**src/rtl/ara_exit_ctrl.sv**
```systemverilog
// Exit controller for the Ara harness: decodes tohost exit requests, drains the
// vector engine (idle or timeout), publishes the packed exit word and measures runtime.
module ara_exit_ctrl #(
  parameter int unsigned DrainTimeout = 1024,
  parameter int unsigned CntWidth     = 64
) (
  input  logic                clk_i,
  input  logic                rst_ni,
  input  logic                tohost_valid_i,
  input  logic [63:0]         tohost_data_i,
  output logic                tohost_ready_o,
  input  logic                cnt_start_i,
  input  logic                cnt_stop_i,
  input  logic                ara_idle_i,
  output logic [63:0]         exit_o,
  output logic                timeout_o,
  output logic [CntWidth-1:0] runtime_o,
  output logic                runtime_valid_o
);

  localparam int DW = $clog2(DrainTimeout + 1);

  typedef enum logic [1:0] {RUN, DRAIN, EXIT} state_e;

  state_e                state, state_nxt;
  logic   [62:0]         code;
  logic   [DW-1:0]       drain_cnt;
  logic                  idle_prev;
  logic                  req, idle_done, tmo_hit, to_exit, freeze;
  logic   [CntWidth-1:0] cnt, cnt_inc;
  logic                  active;

  assign tohost_ready_o = (state == RUN);
  assign req            = tohost_valid_i & tohost_ready_o & tohost_data_i[0];
  assign idle_done      = ara_idle_i & idle_prev;
  assign tmo_hit        = (drain_cnt == DW'(DrainTimeout - 1));
  assign to_exit        = (state == DRAIN) & (idle_done | tmo_hit);
  assign freeze         = (state == EXIT) | to_exit;
  assign cnt_inc        = (&cnt) ? cnt : cnt + CntWidth'(1);

  always_comb begin
    state_nxt = state;
    case (state)
      RUN:     if (req) state_nxt = DRAIN;
      DRAIN:   if (idle_done | tmo_hit) state_nxt = EXIT;
      EXIT:    state_nxt = EXIT;
      default: state_nxt = RUN;
    endcase
  end

  always_ff @(posedge clk_i or negedge rst_ni) begin
    if (!rst_ni) state <= RUN;
    else         state <= state_nxt;
  end

  // idle_prev remembers whether the previous DRAIN cycle was idle
  always_ff @(posedge clk_i or negedge rst_ni) begin
    if (!rst_ni) begin
      code      <= '0;
      drain_cnt <= '0;
      idle_prev <= 1'b0;
      exit_o    <= '0;
      timeout_o <= 1'b0;
    end else begin
      if (req) begin
        code      <= tohost_data_i[63:1];
        drain_cnt <= '0;
        idle_prev <= 1'b0;
      end else if (state == DRAIN) begin
        drain_cnt <= drain_cnt + DW'(1);
        idle_prev <= ara_idle_i;
      end
      if (to_exit) begin
        exit_o    <= {code, 1'b1};
        timeout_o <= ~idle_done;
      end
    end
  end

  // Runtime measurement; latched value is counter+1 so start@t0/stop@t1 gives t1-t0
  always_ff @(posedge clk_i or negedge rst_ni) begin
    if (!rst_ni) begin
      cnt             <= '0;
      active          <= 1'b0;
      runtime_o       <= '0;
      runtime_valid_o <= 1'b0;
    end else if (freeze) begin
      active <= 1'b0;
    end else if (cnt_start_i) begin
      if (active && cnt_stop_i) begin
        runtime_o       <= cnt_inc;
        runtime_valid_o <= 1'b1;
      end
      cnt    <= '0;
      active <= 1'b1;
    end else if (cnt_stop_i && active) begin
      runtime_o       <= cnt_inc;
      runtime_valid_o <= 1'b1;
      active          <= 1'b0;
    end else if (active) begin
      cnt <= cnt_inc;
    end
  end

endmodule

```
**config.mk**
```make
export PLATFORM = sky130hd
export DESIGN_NAME = ara_exit_ctrl
export DESIGN_NICKNAME = d
export VERILOG_FILES = /design/src/rtl/ara_exit_ctrl.sv
export SDC_FILE = /design/constraint.sdc
export NUM_CORES = 1
export LEC_CHECK = 0
export BUFFER_PORTS_ARGS = -buffer_cell sky130_fd_sc_hd__buf_4
export CORE_ASPECT_RATIO = 0.9
export CORE_MARGIN = 2
export CORE_UTILIZATION = 50
export CTS_CLUSTER_DIAMETER = 40
export CTS_CLUSTER_SIZE = 24
export DETAILED_ROUTE_END_ITERATION = 10
export PLACE_DENSITY = 0.75
export REMOVE_ABC_BUFFERS = 1
export SLEW_MARGIN = 30
export SYNTH_ARGS = -nofsm -noshare
export SYNTH_HDL_FRONTEND = slang
export SYNTH_SLANG_ARGS = --single-unit
```
**constraint.sdc**
```tcl
create_clock -name clk_i -period 2.78 [get_ports clk_i]
set_input_delay 0.556 -clock clk_i [delete_from_list [all_inputs] [get_ports clk_i]]
set_output_delay 0.556 -clock clk_i [all_outputs]
set_load 0.05 [all_outputs]
```
# Yosys cells after proc, flatten, opt, wreduce, memory -nomap -nowiden
# Cells that the tools add are included.
[op_classes]
n_addsub = 2
n_eq_ne = 6
muxes = 14
bitwise = 8
reduce_logical = 9
[op_table]
columns = ["op", "count"]
rows = [
  ["two-way mux 64 bit", 4],
  ["adder 64 x 1 -> 64 bit, second input constant", 1],
  ["AND reduction 64 bit", 1],
  ["two-way mux 11 bit", 2],
  ["adder 11 x 1 -> 11 bit, second input constant", 1],
  ["== test 11 x 10 -> 1 bit, second input constant", 1],
  ["one-hot mux 2 bit (3 select lines)", 1],
  ["two-way mux 1 bit", 5],
  ["bitwise AND 1 bit", 4],
  ["two-way mux 2 bit", 2],
  ["!= test 2 bit, second input constant", 2],
  ["AND reduction 2 bit", 2],
  ["nonzero test 2 bit", 2],
  ["AND reduction 3 bit", 1],
  ["nonzero test 3 bit", 1],
  ["== test 2 x 1 -> 1 bit, second input constant", 1],
  ["== test 2 bit, second input constant", 1],
  ["logical NOT 2 bit", 1],
  ["!= test 2 x 1 -> 1 bit, second input constant", 1],
  ["NOT 1 bit", 2],
  ["OR 1 bit", 2],
  ["logical AND 1 bit", 1],
]
[totals]
regBits = 272
in_bits = 70
out_inout_bits = 131
word_cells = 49

# Logic depth before layout (Yosys ltp)
# Gate-level depths: netlist of the first run.
[depth]
ltp_word = 6
depth_mapped = 11
depth_no_buf = 9

# Worst setup path after synthesis of the first run
# OpenSTA, ideal clock, no wires.
[synth_timing]
path_type = "flip-flop to flip-flop"
start = "reg drain_cnt[0]"
end = "reg exit_o[55]"
setup_time_ps = 128
arrival_time_ps = 2047
t_required_ps = 2652
path_slack_ps = 606
path_stages_with_launch = 9
path_buffers = 3
synth_period_minus_slack_ps = 2174
path_cell_list = "dfrtp_1 ha_1 nand2_1 or4_1 and2_1 buf_2 buf_6 buf_2 mux2_1"
[synth_between]
elab_chain_cells = 3
[synth_lines]
columns = ["item", "line", "rtl"]
rows = [
  ["start: declaration", "27", "logic [DW-1:0] drain_cnt;"],
  ["start signal: assignment", "70", "drain_cnt <= drain_cnt + DW'(1);"],
  ["== test 11 x 10 -> 1 bit", "36", "assign tmo_hit = (drain_cnt == DW'(DrainTimeout - 1));"],
  ["OR 1 bit", "37", "assign to_exit = (state == DRAIN) & (idle_done | tmo_hit);"],
  ["bitwise AND 1 bit", "37", ""],
  ["end signal: assignment", "74", "exit_o <= {code, 1'b1};"],
  ["end: declaration", "15", "output logic [63:0] exit_o,"],
]
# No other way between the ends.
# A chain may end at the register's enable or synchronous reset.

# Worst setup path after layout of the first run
[layout_timing]
start = "reg cnt[1]"
end = "reg cnt[51]"
[layout_between]
elab_chain_cells = 5
word_cells_on_any_way = 6
cone_classes = "1 x add/sub; 4 x mux; 1 x reduce/logical"
[layout_lines]
columns = ["item", "line", "rtl"]
rows = [
  ["start: declaration", "30", "logic [CntWidth-1:0] cnt, cnt_inc;"],
  ["start signal: assignment", "101", "cnt <= cnt_inc;"],
  ["adder 64 x 1 -> 64 bit / AND reduction 64 bit (equally long branches)", "39", "assign cnt_inc = (&cnt) ? cnt : cnt + CntWidth'(1);"],
  ["two-way mux 64 bit *", "39", ""],
  ["two-way mux 64 bit *", "100", "end else if (active) begin"],
  ["two-way mux 64 bit *", "96", "end else if (cnt_stop_i && active) begin"],
  ["two-way mux 64 bit *", "89", "end else if (cnt_start_i) begin"],
]
# Every way passes the cells marked *; elsewhere a longest branch is shown, timed or not. The select of a mux whose other input is x is not followed.

==> impl_metrics.yaml, run 1 <==
detailed_routing:
  wl_um: 36300
  ant_nets: 0
  post_drt_wl_per_cell_um: 18.9
  drc: 0
  drt_first_pass_iters: 5
  dr.first_iter.drc_count: 952
  via_per_inst: 5.70
  via_count: 10900
synth:
  yosys_most_used_dff: "dfrtp_1"
  synth.distinct_cells: 66
  yosys_warnings: 0
  syn_area_um2: 12800
  netlist_instances: 1325
  ys_ff_latch: 272
  synth_top_area_share_pct: 53.0
  yosys.area.top_type: "dfrtp_1"
  synthTopCellsByArea: "dfrtp_1, nand2_1, mux2_2, o21ai_0, xnor2_1"
  synth.most_common_cell: "nand2_1"
  synth_commonest_cells: "nand2_1, dfrtp_1, o21ai_0, mux2_2, a31oi_1"
  yosysSeqAreaShare_pct: 53.0
  synthArstFlopShare_pct: 100
  syn-mean-instance-area_um2: 9.69
  synth_enable_flop_cells: 0
placement:
  dpl_worst_slack_ps: 266
  portBuffers: 200
  dp_hpwl_um: 24900
  gp_congestion: 0.916
clocking:
  cts_buffer_depth: 3
  worstSkewPairLatency_ps: 530
  cts-buffers-inserted: 39
  cts_sinks: 272
  clkTransAtPathRegs_ps: 60
  cts_tree: "done"
  root_buffer: "clkbuf_16"
  htree_levels: 2
  cts_hold_buf: 0
  postCtsSetupBuffers: 0
final_layout:
  area_growth_pct: 27.5
  fillers: 2027
  antennaDiodeCount: 0
  drive_above_1_share_pct: 27.0
  multiInputGateArea_um2: 5590
  num-nets-final: 1624
  ff_latch_area_um2: 6810
grt:
  antenna_found_initial: 0
  grt_pass1_wl_um: 57800
  grt_start_max_net_pins: 119
  grt_pass1_vias: 10600
  globalRouteOverflowTotal: 0
  grt.total_usage_pct: 26.6
sta:
  period_needed_ps: 2630
  post-route-period-util_pct: 94.6
  setup_viol: 0
  skew_ps: 27.3
  fmax_mhz: 380
  maxSlewViolCount: 0
  grt_setup_unrepaired: "yes"
  worst_pin_slew_ps: 787
  max-slew-margin-rel_pct: 47.5
  fin_ws_ps: 149
  hold_violations: 0
pwr:
  pwr_density_cell_nw_per_um2: 947
  peakVddDrop_v: 0.000651
  leakage_uw: 0.00754
  power_uw: 15500
flow_run:
  drv_cap: 0
setup_path:
  critPathCaptureType: "flop"
  max_stage_delay_ps: 480
  worstPathBufferInverterCount: 1
  critPathLaunchType: "flop"
  crit_chain: "ha_1, and3_1, nand2b_1, nor3_4, buf_4, a211oi_1, mux2i_1, o21ai_0"
  startpoint: "cnt[1]"
  cp.arrival_ps: 2990
  path_class: "flop to flop"
  slowest_stage: "a211oi_1"
  reg2reg_from: "cnt[1]"
  crit_required_ps: 3140
  crit_path_max_fanout: 12
  critical_path.top_delay_family: "simple AND/OR/NAND/NOR gates"
die:
  chipWidth_um: 173
  io_pins: 201
  core.rowCount: 55
  die_height_um: 156
  die_area_um2: 27000
  initial_core_util_pct: 51.0
  coreArea_um2: 25200
status:
  status: "finished clean"
min_path:
  hold_class: "primary input to asynchronous set/reset pin"
[metrics by stage]
step / area [um2] / TNS (ps) / hold slack (ps) / utilization [%] / cells
finish: 16400 / 0 / 79.9 / 65.0 / 1921
global route: 16400 / -19.3 / 139 / 65.0 / 1921
floorplan: 12500 / -106050 / 260 / - / 1239
CTS: 16400 / 0 / 118 / 65.0 / 1921
detailed placement: 15000 / 0 / 458 / 59.7 / 1849
global placement: 15000 / 0 / 451 / 59.7 / 1849
[routing by layer]
layer	wire (um)	share of wire (%)	GRT usage (%)	up-vias
met4	938	2.6	8.43	0
met3	2230	6.2	3.85	70
li1	-	-	-	5113
met1	16200	44	37.9	5357
met2	17000	47	42.5	402
met5	0	0	0	-
[path summary, 6_finish.rpt]
kind	end	slack, ps	cells after the start
min	runtime_o[31]	80	1
max reg2reg	cnt[51]	150	8
min in group clk_i	code[10]	210	3
max in group asynchronous	code[35]	1950	2
max	cnt[51]	150	8
min reg2reg	code[27]	470	2
[state kept, by name (all words and copies together) (netlist names)]
name / cells
cnt: 64
exit_o: 64
runtime_o: 64
code: 63
drain_cnt: 11
state: 2
active: 1
idle_prev: 1
runtime_valid_o: 1
timeout_o: 1
[logic make-up after synthesis]
logic type,count (synthesis),share of synthesized area [%]
AOI/OAI and AO/OA,254,11.9
xor gates and xnor gates,66,4.50
buffers and inverters,107,3.57
adders and majority gates,6,0.585
and+or+nand+nor,549,20.3
muxes,71,6.17
DFF,272,53.0
[timing repair]
item                                    CTS  global route
endpoints found under the hold margin     0             0
resized for setup                         0             0
endpoints found under the setup margin    0             3
[final cells by class]
cell class	instances	share of cell area [%]
clock buffer	45	6.47
clock inverter	27	1.69
inverter	21	0.481
multi-input combinational	946	34.1
sequential	272	41.6
tap	342	2.61
timing repair buffer	268	13.0
[layout by cell type, fill, tap and decap left out, types with 5 or more instances in the layout]
cell type   instances
nand4_1            33
buf_4             258
or3_1              15
nand3_1            47
inv_1              20
nor3_1             15
clkinvlp_4          5
o211ai_1            9
mux2i_1             6
nor4_1             16
nand2_1           311
buf_12              9
a41oi_1            11
xor2_1             26
and4_1              7
ha_1                6
inv_6               8
nor2_1             35
o21ai_0            81
clkinv_2            5
xnor2_1            40
and3_1             21
dfrtp_1           272
mux2_2             63
clkbuf_16          40
nand2b_1           13
a21oi_1            41
a31oi_1            53
o21ai_1            22
a211oi_1           12
and2_1              5
[power breakdown]
group | leakage, uW | internal [uW] | total (uW) | switching [uW]
clock | 0.000648 | 3000 | 5000 | 1990
combinational | 0.00330 | 1590 | 4980 | 3390
sequential | 0.00360 | 4960 | 5520 | 558
Note: power is estimated with default switching activity, not from simulation.
==> run 2: changes to the inputs <==
--- a/config.mk
+++ b/config.mk
@@ -5,13 +5,15 @@
 export SDC_FILE = /design/constraint.sdc
 export NUM_CORES = 1
 export LEC_CHECK = 0
+export ABC_AREA = 1
 export BUFFER_PORTS_ARGS = -buffer_cell sky130_fd_sc_hd__buf_4
 export CORE_ASPECT_RATIO = 0.9
 export CORE_MARGIN = 2
 export CORE_UTILIZATION = 50
-export CTS_CLUSTER_DIAMETER = 40
+export CTS_CLUSTER_DIAMETER = 150
 export CTS_CLUSTER_SIZE = 24
 export DETAILED_ROUTE_END_ITERATION = 10
+export GPL_ROUTABILITY_DRIVEN = 0
 export PLACE_DENSITY = 0.75
 export REMOVE_ABC_BUFFERS = 1
 export SLEW_MARGIN = 30
==> impl_metrics.yaml, run 2 <==
status:
  status: "finished clean"
pwr:
  switching_power_uw: 4590
  pwr-share-comb_pct: 34.4
  internal-power_uw: 6960
  peakVddDrop_v: 0.000759
  power_frac_clock_pct: 19.7
  leakage_uw: 0.00809
  seqPwrFrac_pct: 46.0
  swShare_pct: 39.7
  pwr_density_cell_nw_per_um2: 759
synth:
  synth_fa_ha_area_share_pct: 0.581
  synthArstFlopShare_pct: 100
  netlist_instances: 1706
  ys_ff_latch: 272
  synthMuxAreaShare_pct: 0
  synthTopCellsByArea: "dfrtp_1, nand2_1, o21ai_0, nor2_1, inv_1"
  synth_enable_flop_cells: 0
  yosys_warnings: 0
  synth_commonest_cells: "nand2_1, dfrtp_1, nor2_1, inv_1, o21ai_0"
  syn_area_um2: 12900
  synth.most_common_cell: "nand2_1"
  synth_top_family_by_area: "simple AND/OR/NAND/NOR gates"
  yosys.area.top_type: "dfrtp_1"
  yosys_most_used_dff: "dfrtp_1"
  synth_simple_gate_area_share_pct: 34.8
  yosysSeqAreaShare_pct: 52.7
  syn-mean-instance-area_um2: 7.57
  synth_compound_area_share_pct: 4.80
  synth.distinct_cells: 27
  synth_xor_area_share_pct: 0.881
  synth_top_area_share_pct: 52.7
final_layout:
  design_area_um2: 15200
  mostFrequentLayoutCells: "nand2_1, dfrtp_1, buf_4"
  fillers: 2320
  final_common_cell: "nand2_1"
  reg.largest.list: "cnt x64, exit_o x64, runtime_o x64"
  drive_above_1_share_pct: 15.8
  multiInputGateArea_um2: 5340
  ff_latch_area_um2: 6810
  area_growth_pct: 17.8
  final_util_pct: 60.2
  antennaDiodeCount: 0
  num-nets-final: 1955
sta:
  max-slew-margin-rel_pct: 53.0
  fin_ws_ps: 318
  worst_pin_slew_ps: 705
  hold_ws_ps: 20.6
  fmax_mhz: 406
  period_needed_ps: 2460
  skew_ps: 28.8
  setup_viol: 0
  grt_setup_unrepaired: "no"
  maxSlewViolCount: 0
  post-route-period-util_pct: 88.6
  fin_setup_tns_ps: 0
  hold_violations: 0
die:
  die_height_um: 157
  die_area_um2: 27100
  coreArea_um2: 25300
  io_pins: 201
  core.rowCount: 55
  initial_core_util_pct: 51.2
  chipWidth_um: 173
flow_run:
  drv_cap: 0
setup_path:
  critPathLaunchType: "flop"
  crit_required_ps: 3200
  cp.arrival_ps: 2880
  critPathCaptureType: "flop"
  path_class: "flop to flop"
  crit_path_max_fanout: 8
clocking:
  cts_resized: 0
  postCtsSetupBuffers: 0
  root_buffer: "clkbuf_16"
  cts_hold_buf: 0
  cts-buffers-inserted: 15
  cts_sinks: 272
  htree_levels: 1
  cts_tree: "done"
  worstSkewPairLatency_ps: 510
  clkTransAtPathRegs_ps: 100
  cts_buffer_depth: 3
placement:
  portBuffers: 200
  dp_hpwl_um: 23100
  placed_area_um2: 14800
  dpl_worst_slack_ps: 418
grt:
  antenna_found_initial: 0
  use_met3_pct: 4.57
  use_met1_pct: 33.5
  top_usage_layer: "met2"
  grt.total_usage_pct: 24.2
  globalRouteOverflowTotal: 0
  grt_start_max_net_pins: 112
  grtUsageMet2_pct: 39.3
  grt_pass1_wl_um: 54000
  grt_pass1_vias: 10900
detailed_routing:
  via_count: 11300
  drt_first_pass_iters: 7
  dr.first_iter.drc_count: 980
  ant_nets: 0
  wl_um: 32400
  via_per_inst: 5.08
  drc: 0
  post_drt_wl_per_cell_um: 14.6
min_path:
  hold_class: "primary input to asynchronous set/reset pin"
run 2: cell count changes after synthesis, sizes merged, moves of 18 or more:
cell | before | now
a31oi | 53 | 1
a21oi | 42 | 10
nor4 | 19 | 1
xnor2 | 40 | 3
nand2 | 313 | 805
inv | 21 | 133
nor2 | 36 | 140
or2 | 3 | 25
nand3 | 49 | 98
and3 | 23 | 0
mux2 | 65 | 0
run 2: power by group through the flow:
stage,Clock [uW],Combinational [uW],Sequential (uW)
after floorplan,0,1350,6570
after global placement,0,3910,5360
after detailed placement,0,4000,5380
after CTS,2340,4010,5320
after global routing,2480,4330,5420
final,2270,3970,5310
run 2: kinds of logic (layout without fill, tap and decap cells):
logic type                 Yosys count  count (layout)
AOI/OAI and AO/OA                  123             123
buffers and inverters              196             369
DFF                                272             272
and+or+nand+nor                   1096            1096
adders and majority gates            6               6
xor gates and xnor gates            13              13
run 2: layout make-up:
type / instances / area share (%)
Clock buffer: 15 / 2.47
Clock inverter: 2 / 0.164
Inverter: 133 / 3.28
Multi-Input combinational cell: 1238 / 35.1
Sequential cell: 272 / 44.7
Tap cell: 342 / 2.81
Timing Repair Buffer: 219 / 11.4
run 2: through the flow:
step | cells | total power [uW]
finish | 2221 | 11600
detailed placement | 2204 | 9380
global placement | 2204 | 9270
global route | 2221 | 12200
floorplan | 1643 | 7920
CTS | 2221 | 11700
run 2: layer usage:
layer / up-vias / routed length (um)
li1: 5590 / -
met1: 5238 / 13900
met2: 395 / 14900
met3: 66 / 2540
met4: 0 / 1080
met5: - / 0
run 2: final timing paths:
check	from	endpoint	slack (ps)	depth (start not counted)
max in group asynchronous	rst_ni	drain_cnt[9]	2030	2
worst max register to register	cnt[0]	cnt[11]	320	10
worst max-delay path	cnt[0]	cnt[11]	320	10
min in group clk_i	tohost_data_i[11]	code[10]	250	3
worst min register to register	exit_o[13]	exit_o[13]	480	2
worst min-delay path	rst_ni	cnt[7]	20	1
run 2: critical path: stages (launching register included):
cell and delay, ps:
dfrtp_1 520, ha_1 380, inv_2 110, nor2_4 180
nand2_2 120, nor2_4 170, nand2_2 100, nor2_1 480
or2_2 220, nand2_1 50, nand2_1 60
==> run 3: changes to the inputs <==
--- a/config.mk
+++ b/config.mk
@@ -14,7 +14,7 @@
 export CTS_CLUSTER_SIZE = 24
 export DETAILED_ROUTE_END_ITERATION = 10
 export GPL_ROUTABILITY_DRIVEN = 0
-export PLACE_DENSITY = 0.75
+export PLACE_DENSITY = 0.71
 export REMOVE_ABC_BUFFERS = 1
 export SLEW_MARGIN = 30
 export SYNTH_ARGS = -nofsm -noshare
==> impl_metrics.yaml, run 3 (synthesis results as in run 2) <==
die:
  core.rowCount: 55
  chipWidth_um: 173
  die_height_um: 157
  initial_core_util_pct: 51.2
  die_area_um2: 27100
  coreArea_um2: 25300
  io_pins: 201
clocking:
  worstSkewPairLatency_ps: 510
  cts_buffer_depth: 3
  postCtsSetupBuffers: 0
  root_buffer: "clkbuf_16"
  cts-buffers-inserted: 15
  cts_sinks: 272
  clkTransAtPathRegs_ps: 100
  htree_levels: 1
  cts_hold_buf: 1
  cts_tree: "done"
  cts_resized: 0
grt:
  antenna_found_initial: 0
  grt_pass1_vias: 10600
  globalRouteOverflowTotal: 0
  grt_pass1_wl_um: 54000
  grt.total_usage_pct: 24.4
  grt_start_max_net_pins: 112
pwr:
  leakage_uw: 0.00809
  pwr_density_cell_nw_per_um2: 763
  peakVddDrop_v: 0.000687
final_layout:
  antennaDiodeCount: 0
  drive_above_1_share_pct: 15.7
  final_cells: 2220
  mostFrequentLayoutCells: "nand2_1, dfrtp_1, buf_4"
  fillers: 2358
  area_growth_pct: 17.7
  reg.largest.list: "cnt x64, exit_o x64, runtime_o x64"
  final_common_cell: "nand2_1"
  num-nets-final: 1954
  multiInputGateArea_um2: 5340
  ff_latch_area_um2: 6810
detailed_routing:
  via_count: 11300
  drt_first_pass_iters: 5
  ant_nets: 0
  drc: 0
  wl_um: 33100
  via_per_inst: 5.10
  dr.first_iter.drc_count: 1002
  post_drt_wl_per_cell_um: 14.9
sta:
  period_needed_ps: 2420
  fmax_mhz: 413
  fin_setup_tns_ps: 0
  worst_pin_slew_ps: 748
  maxSlewViolCount: 0
  skew_ps: 23.3
  post-route-period-util_pct: 87.2
  max-slew-margin-rel_pct: 50.1
  grt_setup_unrepaired: "no"
  hold_violations: 0
  setup_viol: 0
  hold_ws_ps: 235
setup_path:
  critPathLaunchType: "flop"
  max_stage_delay_ps: 500
  path_class: "flop to flop"
  ff2ff_setup_slack_ps: 360
  critical_path.top_delay_family: "simple AND/OR/NAND/NOR gates"
  slowest_stage: "dfrtp_1"
  cp.arrival_ps: 2820
  worstPathBufferInverterCount: 1
  crit_top_cell: "nand2_1"
  crit_chain: "ha_1, inv_2, nor2_4, nand2_1, nor2_2, nand2_1, o21ai_0, nand3_1, nand2_1, nand2_1"
  crit_path_max_fanout: 8
  crit_required_ps: 3180
  critPathCaptureType: "flop"
flow_run:
  drv_cap: 0
placement:
  dpl.cell_count: 2202
  dp_hpwl_um: 23500
  portBuffers: 200
status:
  status: "finished clean"
min_path:
  hold_class: "primary input to flop"
run 3: cell count changes in the layout (fill, tap and decap cells not counted):
cell           delta
buf_4             -2
dlygate4sd3_1     +1
run 3: power by group:
| group | internal [uW] | switching [uW] |
|---|---|---|
| Sequential | 4850 | 463 |
| Clock | 997 | 1310 |
| Combinational | 1130 | 2860 |
run 3: final timing paths:
check                             startpoint            end  cells past startpoint
max                                   cnt[0]  runtime_o[62]                     10
min                        tohost_data_i[13]       code[12]                      3
max reg2reg                           cnt[0]  runtime_o[62]                     10
min reg2reg                        exit_o[0]      exit_o[0]                      2
max in group asynchronous             rst_ni     exit_o[26]                      3
min in group asynchronous             rst_ni  runtime_o[21]                      2
run 3: stage by stage:
stage	power, uW	cell area (um2)	utilization (%)	setup WS [ps]
final	11600	15200	60.2	357
after global routing	12300	15200	60.2	180
after CTS	11700	15200	60.2	423
after detailed placement	9410	14800	58.6	451
after global placement	9300	14800	58.6	499
after floorplan	7920	12600	-	-2660
run 3: tightest hold or removal path: stages:
cell and delay (ps):
buf_4 70, nand2_1 40, nand2_1 40
run 3: final cells by class:
class / instances / area share [%]
Clock buffer: 15 / 2.47
Clock inverter: 2 / 0.165
Inverter: 133 / 3.28
Multi-Input combinational cell: 1238 / 35.1
Tap cell: 342 / 2.81
Sequential cell: 272 / 44.8
Timing Repair Buffer: 218 / 11.4
run 3: routing by layer:
layer  vias up  wire [um]  track usage (%)
li1       5579          -                -
met1      5327      15000             36.0
met2       340      14800             37.4
met3        67       2270             3.55
met4         0       1020             7.26
met5         -          0                0
